**config.mk**
```make
export PLATFORM = sky130hd
export DESIGN_NAME = comparator_serial_nbit
export DESIGN_NICKNAME = d
export VERILOG_FILES = /design/src/rtl/comparator_serial_nbit_pkg.sv /design/src/rtl/comparator_serial_nbit_1bit.sv /design/src/rtl/comparator_serial_nbit.sv
export SDC_FILE = /design/constraint.sdc
export NUM_CORES = 1
export LEC_CHECK = 0
export ABC_AREA = 0
export BUFFER_PORTS_ARGS = -buffer_cell sky130_fd_sc_hd__buf_2
export CORE_UTILIZATION = 40
export DETAILED_ROUTE_END_ITERATION = 16
export SYNTH_ARGS = -nofsm -noshare
export SYNTH_HDL_FRONTEND = slang
export SYNTH_SLANG_ARGS = --single-unit
```
**constraint.sdc**
```tcl
create_clock -name clk -period 2.6 [get_ports clk]
set_input_delay 0.52 -clock clk [delete_from_list [all_inputs] [get_ports clk]]
set_output_delay 0.52 -clock clk [all_outputs]
set_load 0.02 [all_outputs]
```
**src/rtl/comparator_serial_nbit_pkg.sv**
```systemverilog
// Shared definitions for the bit-serial magnitude comparator: FSM state encodings
// and one-hot result constants ordered {equal, greater, lesser}.
package comparator_serial_nbit_pkg;

   typedef enum logic [1:0] {
      S_IDLE    = 2'd0,
      S_COMPARE = 2'd1,
      S_DONE    = 2'd2
   } state_t;

   localparam logic [2:0] RES_NONE = 3'b000;
   localparam logic [2:0] RES_EQ   = 3'b100;
   localparam logic [2:0] RES_GT   = 3'b010;
   localparam logic [2:0] RES_LT   = 3'b001;

   // Exchange greater and lesser, keep equal; used when a sign bit flips the sense.
   function automatic logic [2:0] swap_sense(input logic [2:0] res);
      return {res[2], res[0], res[1]};
   endfunction

endpackage

```
**src/rtl/comparator_serial_nbit_1bit.sv**
```systemverilog
// Single-bit magnitude cell of the comparator library: one-hot equal/greater/lesser of a versus b.
module comparator_1bit (
   input  logic a,
   input  logic b,
   output logic equal,
   output logic greater,
   output logic lesser
);

   assign equal   = ~(a ^ b);
   assign greater = a & ~b;
   assign lesser  = ~a & b;

endmodule

```
**src/rtl/comparator_serial_nbit.sv**
```systemverilog
// N-bit MSB-first bit-serial magnitude comparator with start/done handshake and registered one-hot flags.
// Define COMPARATOR_SIGNED_EN for a two's-complement compare; otherwise the compare is unsigned.
module comparator_serial_nbit
   import comparator_serial_nbit_pkg::*;
#(
   parameter int WIDTH = 8
) (
   input  logic             clk,
   input  logic             rst,
   input  logic             start,
   input  logic [WIDTH-1:0] a,
   input  logic [WIDTH-1:0] b,
   output logic             busy,
   output logic             done,
   output logic             equal,
   output logic             greater,
   output logic             lesser
);

   localparam int IDX_W = $clog2(WIDTH);
   localparam logic [IDX_W-1:0] MSB_IDX = IDX_W'(WIDTH - 1);

   state_t           state_r;
   logic [IDX_W-1:0] idx_r;
   logic [WIDTH-1:0] a_r;
   logic [WIDTH-1:0] b_r;
   logic [2:0]       flags_r;
   logic             busy_r;
   logic             done_r;

   logic             bit_eq_s;
   logic             bit_gt_s;
   logic             bit_lt_s;
   logic [2:0]       bit_res_s;

   comparator_1bit u_cell (
      .a       (a_r[idx_r]),
      .b       (b_r[idx_r]),
      .equal   (bit_eq_s),
      .greater (bit_gt_s),
      .lesser  (bit_lt_s)
   );

   // Result of the bit under examination, with the sign-bit fix-up in the signed build.
   always_comb begin
      bit_res_s = {bit_eq_s, bit_gt_s, bit_lt_s};
`ifdef COMPARATOR_SIGNED_EN
      if ((idx_r == MSB_IDX) && !bit_eq_s) begin
         bit_res_s = swap_sense({bit_eq_s, bit_gt_s, bit_lt_s});
      end else begin
         bit_res_s = {bit_eq_s, bit_gt_s, bit_lt_s};
      end
`endif
   end

   // Control FSM, bit-index counter, operand capture and result flags.
   always_ff @(posedge clk) begin
      if (rst) begin
         state_r <= S_IDLE;
         idx_r   <= IDX_W'(0);
         a_r     <= WIDTH'(0);
         b_r     <= WIDTH'(0);
         flags_r <= RES_NONE;
         busy_r  <= 1'b0;
         done_r  <= 1'b0;
      end else begin
         case (state_r)
            S_IDLE: begin
               done_r <= 1'b0;
               if (start) begin
                  a_r     <= a;
                  b_r     <= b;
                  idx_r   <= MSB_IDX;
                  flags_r <= RES_NONE;
                  busy_r  <= 1'b1;
                  state_r <= S_COMPARE;
               end else begin
                  busy_r  <= 1'b0;
                  state_r <= S_IDLE;
               end
            end
            S_COMPARE: begin
               if (!bit_eq_s) begin
                  flags_r <= bit_res_s;
                  busy_r  <= 1'b0;
                  done_r  <= 1'b1;
                  state_r <= S_DONE;
               end else if (idx_r == IDX_W'(0)) begin
                  flags_r <= RES_EQ;
                  busy_r  <= 1'b0;
                  done_r  <= 1'b1;
                  state_r <= S_DONE;
               end else begin
                  idx_r   <= idx_r - IDX_W'(1);
               end
            end
            S_DONE: begin
               done_r <= 1'b0;
               // A start seen during the done cycle is accepted immediately.
               if (start) begin
                  a_r     <= a;
                  b_r     <= b;
                  idx_r   <= MSB_IDX;
                  flags_r <= RES_NONE;
                  busy_r  <= 1'b1;
                  state_r <= S_COMPARE;
               end else begin
                  state_r <= S_IDLE;
               end
            end
            default: begin
               state_r <= S_IDLE;
               flags_r <= RES_NONE;
               busy_r  <= 1'b0;
               done_r  <= 1'b0;
            end
         endcase
      end
   end

   assign busy    = busy_r;
   assign done    = done_r;
   assign equal   = flags_r[2];
   assign greater = flags_r[1];
   assign lesser  = flags_r[0];

endmodule

```
Word level (Yosys, flattened, before mapping)
Index checks and enable logic that the tools add are counted.
- logic and storage cells: 56
- register bits after elaboration: 26
- $lt $le $gt $ge: 1
- equality and inequality tests: 7
- bitwise logic cells: 7
- muxes and demuxes: 23
- add/sub/neg operators: 1
- reductions and logical operators: 10
- operators with widths (cell ; number):
    3-bit two-way mux ; 6
    3-bit one-hot mux with 2 select lines ; 2
    1-bit two-way mux ; 9
    1-bit binary-select mux with 3-bit select ; 2
    2-bit != test, second input constant ; 3
    2-bit AND reduction ; 3
    3-bit by 4-bit < comparator with 1-bit output, second input constant ; 1
    2-bit two-way mux ; 2
    1-bit inverter ; 4
    2-bit one-hot mux with 2 select lines ; 1
    4-bit AND reduction ; 1
    2-bit nonzero test ; 2
    2-bit OR reduction ; 2
    3-bit logical NOT ; 1
    3-bit != test, second input constant ; 1
    1-bit one-hot mux with 3 select lines ; 1
    3-bit by 1-bit subtractor with 3-bit output, second input constant ; 1
    1-bit AND ; 2
    2-bit by 1-bit equality test with 1-bit output, second input constant ; 1
    2-bit equality test, second input constant ; 1
    2-bit logical NOT ; 1
    2-bit by 1-bit != test with 1-bit output, second input constant ; 1
    1-bit bitwise XOR ; 1

Depth between registers and ports, before layout
Gate-level depths: netlist (run 1).
- depth after elaboration: 6
- mapped depth: 9

Hierarchy
A second synthesis (run 1) with hierarchy kept.
- cells, all modules: 128
- area total of the unflattened synthesis: 1158.6 um2
- modules (own cells, without submodules) (module ; cells each ; sequential area each (um2) ; area an instance (um2) ; times used):
    comparator_serial_nbit ; 124 ; 520.5 ; 1126.1 ; 1
    comparator_1bit ; 4 ; 0.0 ; 32.5 ; 1

Least setup slack after synthesis (run 1)
No wires, ideal clock.
- path kind: reg-to-reg
- start: register idx_r[1]
- end: register idx_r[1]
- setup slack: 601 ps
- data arrival time: 1866 ps
- period minus slack after synthesis: 1999 ps
- path buffers: 2
- library setup time: 134 ps
- cell stages (with the launch flop): 10
- cell sequence: dfxtp_1 -> buf_6 -> mux4_2 -> nand2_1 -> nand2_1 -> ha_1 -> buf_2 -> inv_1 -> nor3_1 -> a211oi_1
- word-level cells in the longest chain between the ends: 5
- ends and longest elaborated chain (element ; RTL line ; RTL):
    start, declared ; comparator_serial_nbit.sv:24 ; logic [IDX_W-1:0] idx_r;
    start signal, assigned ; comparator_serial_nbit.sv:94 ; idx_r <= idx_r - IDX_W'(1);
    1-bit binary-select mux with 3-bit select, on equally long branches ; comparator_serial_nbit.sv:37, comparator_serial_nbit.sv:38 ;
    1-bit two-way mux, on equally long branches ; comparator_serial_nbit.sv:37, comparator_serial_nbit.sv:38 ;
    1-bit bitwise XOR ; comparator_serial_nbit_1bit.sv:10 ; assign equal = ~(a ^ b);
    2-bit != test (no line) ; -- ;
    4-bit AND reduction (no line) ; -- ;
Parallel ways exist; a longest one is shown, timed or not. The select of a mux whose other input is x is not followed.
A chain may end at the register's enable or synchronous reset.

Worst setup path after layout (run 1)
Ends and elaborated chain as after synthesis.

==> results of run 1 <==
-- metrics by stage --
step           hold WS (ns)  instance area [sq um]
5_1_grt               0.422                   1320
3_3_place_gp          0.442                   1300
3_5_place_dp          0.443                   1300
6_report              0.426                   1320
2_1_floorplan         0.433                   1190
4_1_cts               0.415                   1320
-- sequential cells by signal, summed over array words and instances (netlist names) --
| register | count |
|---|---|
| b_r | 8 |
| busy | 1 |
| flags_r | 3 |
| done | 1 |
| a_r | 8 |
| state_r | 2 |
| idx_r | 3 |
-- power by group through the flow --
stage	clock network, W	registers, W	logic, W
finish	0.000165	0.000460	0.000201
global placement	0	0.000469	0.000195
detailed placement	0	0.000470	0.000201
global route	0.000188	0.000468	0.000227
CTS	0.000172	0.000461	0.000201
floorplan	0	0.000460	0.000163
-- metal layers --
layer  vias to the layer above  part of all wire [%]
met4                         0                  0.83
met1                       459                    49
met5                         -                     0
li1                        516                     -
met3                         2                   2.9
met2                        19                    47
-- cells in the mapped netlist --
cell type  number
buf_2           4
ha_1            4
and2_1          2
nor2b_1         2
o2111a_1        1
o32ai_1         1
nand2b_1        4
inv_1           4
mux4_2          4
a21oi_1        19
a31oi_1         2
a311oi_1        3
o211ai_1        2
and2b_1         1
dfxtp_1        26
clkbuf_1        3
nor2_1          1
nand4_1         2
buf_6           1
nand2_1        40
nand3_1         1
a211oi_1        4
nor3_1          4
o22ai_1         1
buf_4           3
-- critical path, stage by stage, from the launching register on --
cell and delay (ns):
dfxtp_1 0.54, mux4_2 0.55, nand2_1 0.10, nand2_1 0.06, ha_1 0.28, inv_1 0.09, nor3_1 0.29, a211oi_1 0.12
-- final cells by class --
type / instances / area [sq um] / area share [%]
Multi-Input combinational cell: 98 / 594 / 45.0
Sequential cell: 26 / 520 / 39.4
Timing Repair Buffer: 25 / 130 / 9.85
Tap cell: 31 / 38.8 / 2.94
Clock buffer: 3 / 22.5 / 1.70
Inverter: 4 / 15.0 / 1.14
-- kinds of logic after synthesis --
kind of cell | Yosys count | synth area share, %
adder cells (fa/ha/maj) | 4 | 4.19
flip-flops | 26 | 43.6
multiplexers | 4 | 7.54
buffers and inverters | 15 | 6.70
AO/OA/AOI/OAI | 33 | 17.2
AND/OR/NAND/NOR | 57 | 20.8
-- layout by cell type, fill, tap and decap left out, types with 2 or more instances in the layout --
cell	netlist	routed
ha_1	4	4
a31oi_1	2	2
dfxtp_1	26	26
clkbuf_4	0	3
nand2_1	40	40
o211ai_1	2	2
nand4_1	2	2
mux4_2	4	4
a311oi_1	3	3
a21oi_1	19	19
nor3_1	4	4
and2_1	2	2
nor2b_1	2	2
buf_4	3	2
nand2b_1	4	4
inv_1	4	4
a211oi_1	4	4
buf_2	4	23
-- worst min path at each step --
stage                          start         end  slack [ns]  depth (start not counted)
after global routing            b[2]      b_r[2]        0.42                          3
after detailed placement      b_r[5]      b_r[5]        0.44                          2
after CTS                       b[2]      b_r[2]        0.41                          3
after floorplan               a_r[4]      a_r[4]        0.43                          2
final                           b[2]      b_r[2]        0.43                          3
after global placement    flags_r[2]  flags_r[2]        0.44                          2
==> results_dict.tcl, run 1 <==
set metrics [dict create \
    hpwl_mm 1.69 \
    critPathLaunchType "flop" \
    yosysTopAreaCell "dfxtp_1" \
    clockRootBuffer "clkbuf_4" \
    grt_util_met3_pct 2.53 \
    grt-busiest-layer "met2" \
    crit_path_max_fanout 6 \
    fmax_mhz 466 \
    synth_cells 139 \
    cts_buffers 3 \
    synth.distinct_cells 25 \
    syn_area_sq_mm 0.00119 \
    r2r_setup_slack_ns 0.45 \
    gp_congestion 0.793 \
    synth_seq_area_share_pct 43.6 \
    die-area_sq_mm 0.00321 \
    cp.arrival_ns 2.34 \
    min_period_over_period_pct 82.6 \
    io_buffers 23 \
    drv_cap 0 \
    clock-sinks 26 \
    die_y_um 56.7 \
    cts_tree "done" \
    clk_pin_slew_worst_paths_ns 0.13 \
    antenna_cells 0 \
    synth.avg_cell_area_sq_um 8.60 \
    period_minus_slack_ns 2.15 \
    setup_viol_count_final 0 \
    cts_max_level 1 \
    reg2reg_depth 7 \
    nFillCells 280 \
    rsz0062_at_grt "false" \
    p_int_w 0.000571 \
    synthToLayoutAreaGrowth_pct 10.6 \
    pwr-share-comb_pct 24.3 \
    clock_latency_ns 0.31 \
    criticalPathCategory "reg -> reg" \
    routedWlPerCell_um 12.3 \
    switching_power_w 0.000255 \
    p_sw_share_pct 30.9 \
    grt_util_met1_pct 22.5 \
    cts_resized 0 \
    finalNonFillerCells 187 \
    post_cts.repair.setup_buffers 0 \
    vias 996 \
    grt-ovfl-total 0 \
    ys_top_cells_by_area "dfxtp_1, nand2_1, a21oi_1" \
    cp_data_required_time_ns 2.79 \
    firstDrtPassIters 4 \
    dieWidth_um 56.7 \
    pwr-share-seq_pct 55.7 \
    nets 181 \
    grt_usage_pct 16.8 \
    max-vdd-ir-drop_mv 0.488 \
    p_per_area_mw_per_mm2 625 \
    end_kind "flop" \
    io_pins 24 \
    r2r-start "idx_r[1]" \
    dp.cells 184 \
    drc 0 \
    clockPowerShare_pct 20.0 \
    hold_viol 0 \
    p_leak_nw 0.536 \
    synth-warning-count 0 \
    drt_iter0_drc 9 \
    start_util_pct 43.0 \
    finalWorstSetupSlack_ns 0.453 \
    fin_util_pct 47.5 \
    outcome "complete, no violations" \
    drt_wl_total_mm 2.30 \
    cp-startpoint "idx_r[1]" \
    final_layout_size_suffix_gt1_share_pct 20.5 \
    cts_buffer_depth 2 \
    cts_hold_buf 0 \
    grt_max_degree 28 \
    reg2reg_to "idx_r[1]" \
    yosysTopAreaCellShare_pct 43.6 \
    crit_end "idx_r[1]" \
    grt.met2_usage_pct 27.1 \
    ys_seq_elements 26 \
    grt_pass1_wl_mm 4.30 \
    fin_skew_ns 0.00161 \
    relSlewSlack_pct 49.9 \
    setup-tns-final_ns 0 \
    grt_pass1_vias 984 \
    syn_nets 162 \
    placementRows 19 \
    ant_nets 0 \
    core_area_sq_mm 0.00278 \
    viasPerCell 5.33 \
    place_ws_ns 0.453 \
    antenna_found_initial 0 \
    worst_pin_slew_ns 0.749 \
    p_total_w 0.000826 \
    drv_slew 0 \
    holdCritPathClass "in -> reg" \
]
(Power assumes the default switching activity.)
==> run 2, diff against run 1 <==
Settings changed: ABC_AREA 0 to 1.
Clock period 2.6 ns to 1.8 ns, I/O delays scaled along.
==> run 2 against run 1 <==
Compared with the run above: utilization grew 3.7 points; fmax grew 23%; first-iteration DRC count grew to 3.0 times the previous value; sequential power grew 50%; combinational power grew to 2.5 times the previous value; non-clock buffer count grew 7; worst setup slack lost 0.40 ns; register-to-register slack lost 0.40 ns.
==> results_dict.tcl, run 2 <==
set metrics [dict create \
    syn_area_sq_mm 0.00126 \
    core_area_sq_mm 0.00303 \
    drt_iter0_drc 27 \
    syn_nets 203 \
    dieWidth_um 58.2 \
    start_util_pct 41.8 \
    synth.distinct_cells 22 \
    synth_cells 180 \
    relSlewSlack_pct 77.9 \
    synth_common_cells "nor2_1, nand2_1, dfxtp_1, o21ai_0, inv_1" \
    final_layout_size_suffix_gt1_share_pct 25.8 \
    yosysTopAreaCellShare_pct 41.1 \
    p_leak_nw 0.729 \
    gp_congestion 0.866 \
    cp_data_required_time_ns 2.04 \
    antenna_cells 0 \
    grt_pass1_vias 1068 \
    end_kind "flop" \
    mostFrequentLayoutCells "nor2_1, nand2_1, dfxtp_1" \
    r2r-start "idx_r[0]" \
    outcome "complete, no violations" \
    cts_buffers 3 \
    io_buffers 23 \
    clk_pin_slew_worst_paths_ns 0.14 \
    cts_buffer_depth 2 \
    drv_cap 0 \
    drv_slew 0 \
    min_period_over_period_pct 97.0 \
    final_area_sq_mm 0.00155 \
    p_per_area_mw_per_mm2 1030 \
    synth.avg_cell_area_sq_um 7.03 \
    final_common_cell "nor2_1" \
    ys_seq_elements 26 \
    vias 1187 \
    crit_path_max_fanout 7 \
    cts_tree "done" \
    grt-ovfl-total 0 \
    clockRootBuffer "clkbuf_4" \
    hpwl_mm 1.92 \
    synth_most_common_cell "nor2_1" \
    reg_top3 "a_r x8, b_r x8" \
    cts_hold_buf 0 \
    drt_wl_total_mm 2.69 \
    synth-warning-count 0 \
    min_from "rst" \
    drc 0 \
    clock-sinks 26 \
    holdCritPathClass "in -> reg" \
    rsz0062_at_grt "true" \
    antenna_found_initial 0 \
    firstDrtPassIters 4 \
    cts_max_level 1 \
    placementRows 20 \
    place_ws_ns -0.0423 \
    fin_skew_ns 0.00969 \
    critPathLaunchType "flop" \
    period_minus_slack_ns 1.75 \
    nets 233 \
    die-area_sq_mm 0.00339 \
    dpl_cell_area_sq_mm 0.00143 \
    io_pins 24 \
    synth_enable_flop_cells 0 \
    viasPerCell 4.69 \
    yosysTopAreaCell "dfxtp_1" \
    finalWorstSetupSlack_ns 0.0545 \
    max-vdd-ir-drop_mv 0.531 \
    routedWlPerCell_um 10.6 \
    fmax_mhz 573 \
    cp.arrival_ns 1.98 \
    synth_seq_area_share_pct 41.1 \
    grt_pass1_wl_mm 4.55 \
    cp-startpoint "idx_r[0]" \
    die_y_um 58.2 \
    ant_nets 0 \
    synthArstFlopShare_pct 0 \
    synth_flop_cell "dfxtp_1" \
    grt_usage_pct 17.3 \
    synthToLayoutAreaGrowth_pct 22.7 \
    hold_viol 0 \
    ys_top_cells_by_area "dfxtp_1, nor2_1, o21ai_0" \
    criticalPathCategory "reg -> reg" \
    grt_max_degree 24 \
    worst_pin_slew_ns 0.331 \
    setup_viol_count_final 0 \
    clock_latency_ns 0.33 \
]
[run 2: changes by cell type after synthesis, moves of 7 or more]
cell | before | now
a21oi_1 | 19 | 10
inv_1 | 4 | 11
nand2_1 | 40 | 28
nor2_1 | 1 | 52
o21ai_0 | 0 | 24
[run 2: path summary, 6_finish.rpt]
check                           slack, ns         end  cells after the start
worst max register to register       0.05  flags_r[1]                     12
worst max-delay path                 0.05  flags_r[1]                     12
worst min-delay path                 0.21  state_r[0]                      2
worst min register to register       0.46        done                      2
[run 2: critical path: stages (launching register included)]
cell,delay [ns]
dfxtp_4,0.39
buf_6,0.13
nor2_1,0.10
nor2_1,0.04
nand2_1,0.08
nand2_1,0.05
nand2_1,0.08
nand2_2,0.07
ha_4,0.28
nand3_4,0.11
buf_6,0.15
a21oi_2,0.11
nor2_1,0.04
[run 2: final cells by class]
type,instances,area (sq um)
Fill cell,319,1480
Multi-Input combinational cell,133,674
Sequential cell,26,524
Timing Repair Buffer,32,190
Inverter,14,55.1
Tap cell,44,55.1
Clock inverter,1,30.0
Clock buffer,3,22.5
[run 2: per-layer routing]
layer	track usage (%)	share of wire, %
met5	0	0
met4	3.06	0.37
met3	4.02	3.5
met2	30.4	46
met1	21.8	50
[run 2: through the flow]
| step | power [W] | hold WS [ns] | setup TNS [ns] | cells | utilization, % |
|---|---|---|---|---|---|
| 6_report | 0.00160 | 0.213 | 0 | 253 | 51.2 |
| 5_1_grt | 0.00172 | 0.197 | -0.236 | 253 | 51.2 |
| 4_1_cts | 0.00154 | 0.202 | 0 | 250 | 49.0 |
| 3_5_place_dp | 0.00114 | 0.444 | -0.107 | 246 | 47.2 |
| 3_3_place_gp | 0.00113 | 0.435 | 0 | 246 | 47.2 |
| 2_1_floorplan | 0.00103 | 0.429 | 0 | 180 | - |
[run 2: what timing repair did]
item,4_1_cts,5_1_grt
pin swaps,0,7
cloned,0,0
hold endpoints to repair,0,0
setup buffers,0,3
setup endpoints to repair,6,10
gates resized for setup,1,17
[run 2: kinds of logic (layout without fill, tap and decap cells)]
kind of cell	Yosys count	after routing	synth area share, %
and+or+nand+nor	91	91	31.6
AOI/OAI and AO/OA	38	38	15.0
adders and majority gates	4	4	3.96
DFF	26	26	41.1
buffers and inverters	21	50	8.31
[run 2: power breakdown]
| part | internal [W] | switching [W] | leakage, nW | total, W |
|---|---|---|---|---|
| combinational | 0.000214 | 0.000294 | 0.485 | 0.000508 |
| clock | 0.000225 | 0.000176 | 0.0279 | 0.000402 |
| sequential | 0.000640 | 0.0000503 | 0.216 | 0.000690 |
| total | 0.00108 | 0.000521 | 0.729 | 0.00160 |
==> run 3, diff against run 2 <==
Clock period 1.8 ns to 2.1 ns, I/O delays scaled along.
==> run 3 against run 2 <==
Compared with the run above: sequential cell count unchanged; sequential share of layout area up 2.5 points; critical path depth down 2; combinational power down 28%; largest power group unchanged.
==> results_dict.tcl, run 3 (same netlist as run 2, synthesis figures left out) <==
set metrics [dict create \
    hold_viol 0 \
    core_area_sq_mm 0.00303 \
    clk_pin_slew_worst_paths_ns 0.13 \
    cts_hold_buf 0 \
    crit_end "busy" \
    grt_pass1_wl_mm 4.36 \
    setup_viol_count_final 0 \
    antenna_cells 0 \
    viasPerCell 4.61 \
    clockRootBuffer "clkbuf_4" \
    post_cts.repair.setup_buffers 0 \
    p_per_area_mw_per_mm2 837 \
    die-area_sq_mm 0.00339 \
    rsz0062_at_grt "false" \
    die_y_um 58.2 \
    nets 226 \
    r2r_setup_slack_ns 0.25 \
    dieWidth_um 58.2 \
    cp.arrival_ns 2.08 \
    placementRows 20 \
    synthToLayoutAreaGrowth_pct 13.6 \
    cts_buffer_depth 2 \
    cp_data_required_time_ns 2.33 \
    ant_nets 0 \
    cts_max_level 1 \
    mostFrequentLayoutCells "nor2_1, nand2_1, dfxtp_1" \
    worst_pin_slew_ns 0.617 \
    start_util_pct 41.8 \
    io_buffers 23 \
    seq_area_sq_um 522 \
    critPathLaunchType "flop" \
    fin_skew_ns 0.00130 \
    grt_max_degree 24 \
    final_layout_size_suffix_gt1_share_pct 19.8 \
    grt_usage_pct 16.9 \
    cp-startpoint "idx_r[0]" \
    cts_buffers 3 \
    antenna_found_initial 0 \
    fmax_mhz 540 \
    firstDrtPassIters 4 \
    routedWlPerCell_um 10.0 \
    reg_top3 "a_r x8, b_r x8" \
    crit_path_max_fanout 9 \
    relSlewSlack_pct 58.8 \
    outcome "complete, no violations" \
    nFillCells 299 \
    p_leak_nw 0.681 \
    drv_slew 0 \
    reg2reg_to "busy" \
    p_total_w 0.00120 \
    r2r-start "idx_r[0]" \
    cts_tree "done" \
    criticalPathCategory "reg -> reg" \
    clock_latency_ns 0.32 \
    final_common_cell "nor2_1" \
    reg2reg_depth 10 \
    clock-sinks 26 \
    end_kind "flop" \
    multi_input_area_sq_um 639 \
    drt_wl_total_mm 2.47 \
    setup-tns-final_ns 0 \
    drc 0 \
    drv_cap 0 \
    fin_util_pct 47.5 \
    hpwl_mm 1.87 \
    holdCritPathClass "in -> reg" \
    grt_pass1_vias 1028 \
    max-vdd-ir-drop_mv 0.364 \
    min_period_over_period_pct 88.2 \
    io_pins 24 \
    drt_iter0_drc 27 \
    period_minus_slack_ns 1.85 \
    vias 1133 \
    grt-ovfl-total 0 \
    gp_congestion 0.804 \
]
[run 3: changes by cell type in the layout (fill, tap and decap cells not counted), sizes merged]
cell / change
clkbuf: +1
buf: -7
bufinv: -1
[run 3: through the flow]
step | hold WS, ns | worst slack [ns] | cell area, sq um | cells
global route | 0.257 | 0.0888 | 1440 | 246
CTS | 0.267 | 0.132 | 1440 | 246
floorplan | 0.429 | 0.441 | 1260 | 180
global placement | 0.435 | 0.225 | 1400 | 242
finish | 0.279 | 0.249 | 1440 | 246
detailed placement | 0.442 | 0.149 | 1400 | 242
[run 3: how the worst min path moves through the flow]
| stage | endpoint | startpoint | cells past startpoint |
|---|---|---|---|
| after CTS | state_r[0] | rst | 2 |
| after global routing | state_r[0] | rst | 2 |
| after detailed placement | done | done | 2 |
| final | state_r[0] | rst | 2 |
| after global placement | done | done | 2 |
| after floorplan | a_r[1] | a_r[1] | 2 |
[run 3: cell type report]
type / instances / share of cell area (%)
Tap cell: 44 / 3.83
Inverter: 14 / 3.83
Timing Repair Buffer: 25 / 9.05
Sequential cell: 26 / 36.3
Clock buffer: 4 / 2.52
Multi-Input combinational cell: 133 / 44.5
[run 3: timing repair]
| item | 4_1_cts | 5_1_grt |
|---|---|---|
| endpoints found under the setup margin | 0 | 3 |
| resized for setup | 0 | 1 |
| endpoints found under the hold margin | 0 | 0 |
[run 3: worst max-delay path, cell delays in order, from the launching register on]
cell     delay [ns]
dfxtp_2        0.43
inv_1          0.13
o21ai_0        0.23
nand2_1        0.07
nand2_1        0.06
nand2_1        0.06
ha_1           0.34
nand3_4        0.16
nand2_4        0.08
o21ai_1        0.15
inv_1          0.05
[run 3: report_power, final]
group | switching (W) | total, W | internal [W]
Clock | 0.000143 | 0.000250 | 0.000106
Combinational | 0.000225 | 0.000364 | 0.000139
Sequential | 0.0000414 | 0.000589 | 0.000548
[run 3: layer usage]
layer  global-route usage (%)  share of wire, %  vias to the layer above
li1                         -                 -                      614
met1                     20.7                51                      498
met2                     28.2                45                       19
met3                     4.69               3.2                        2
met4                     6.12               1.0                        0
met5                        0                 0                        -
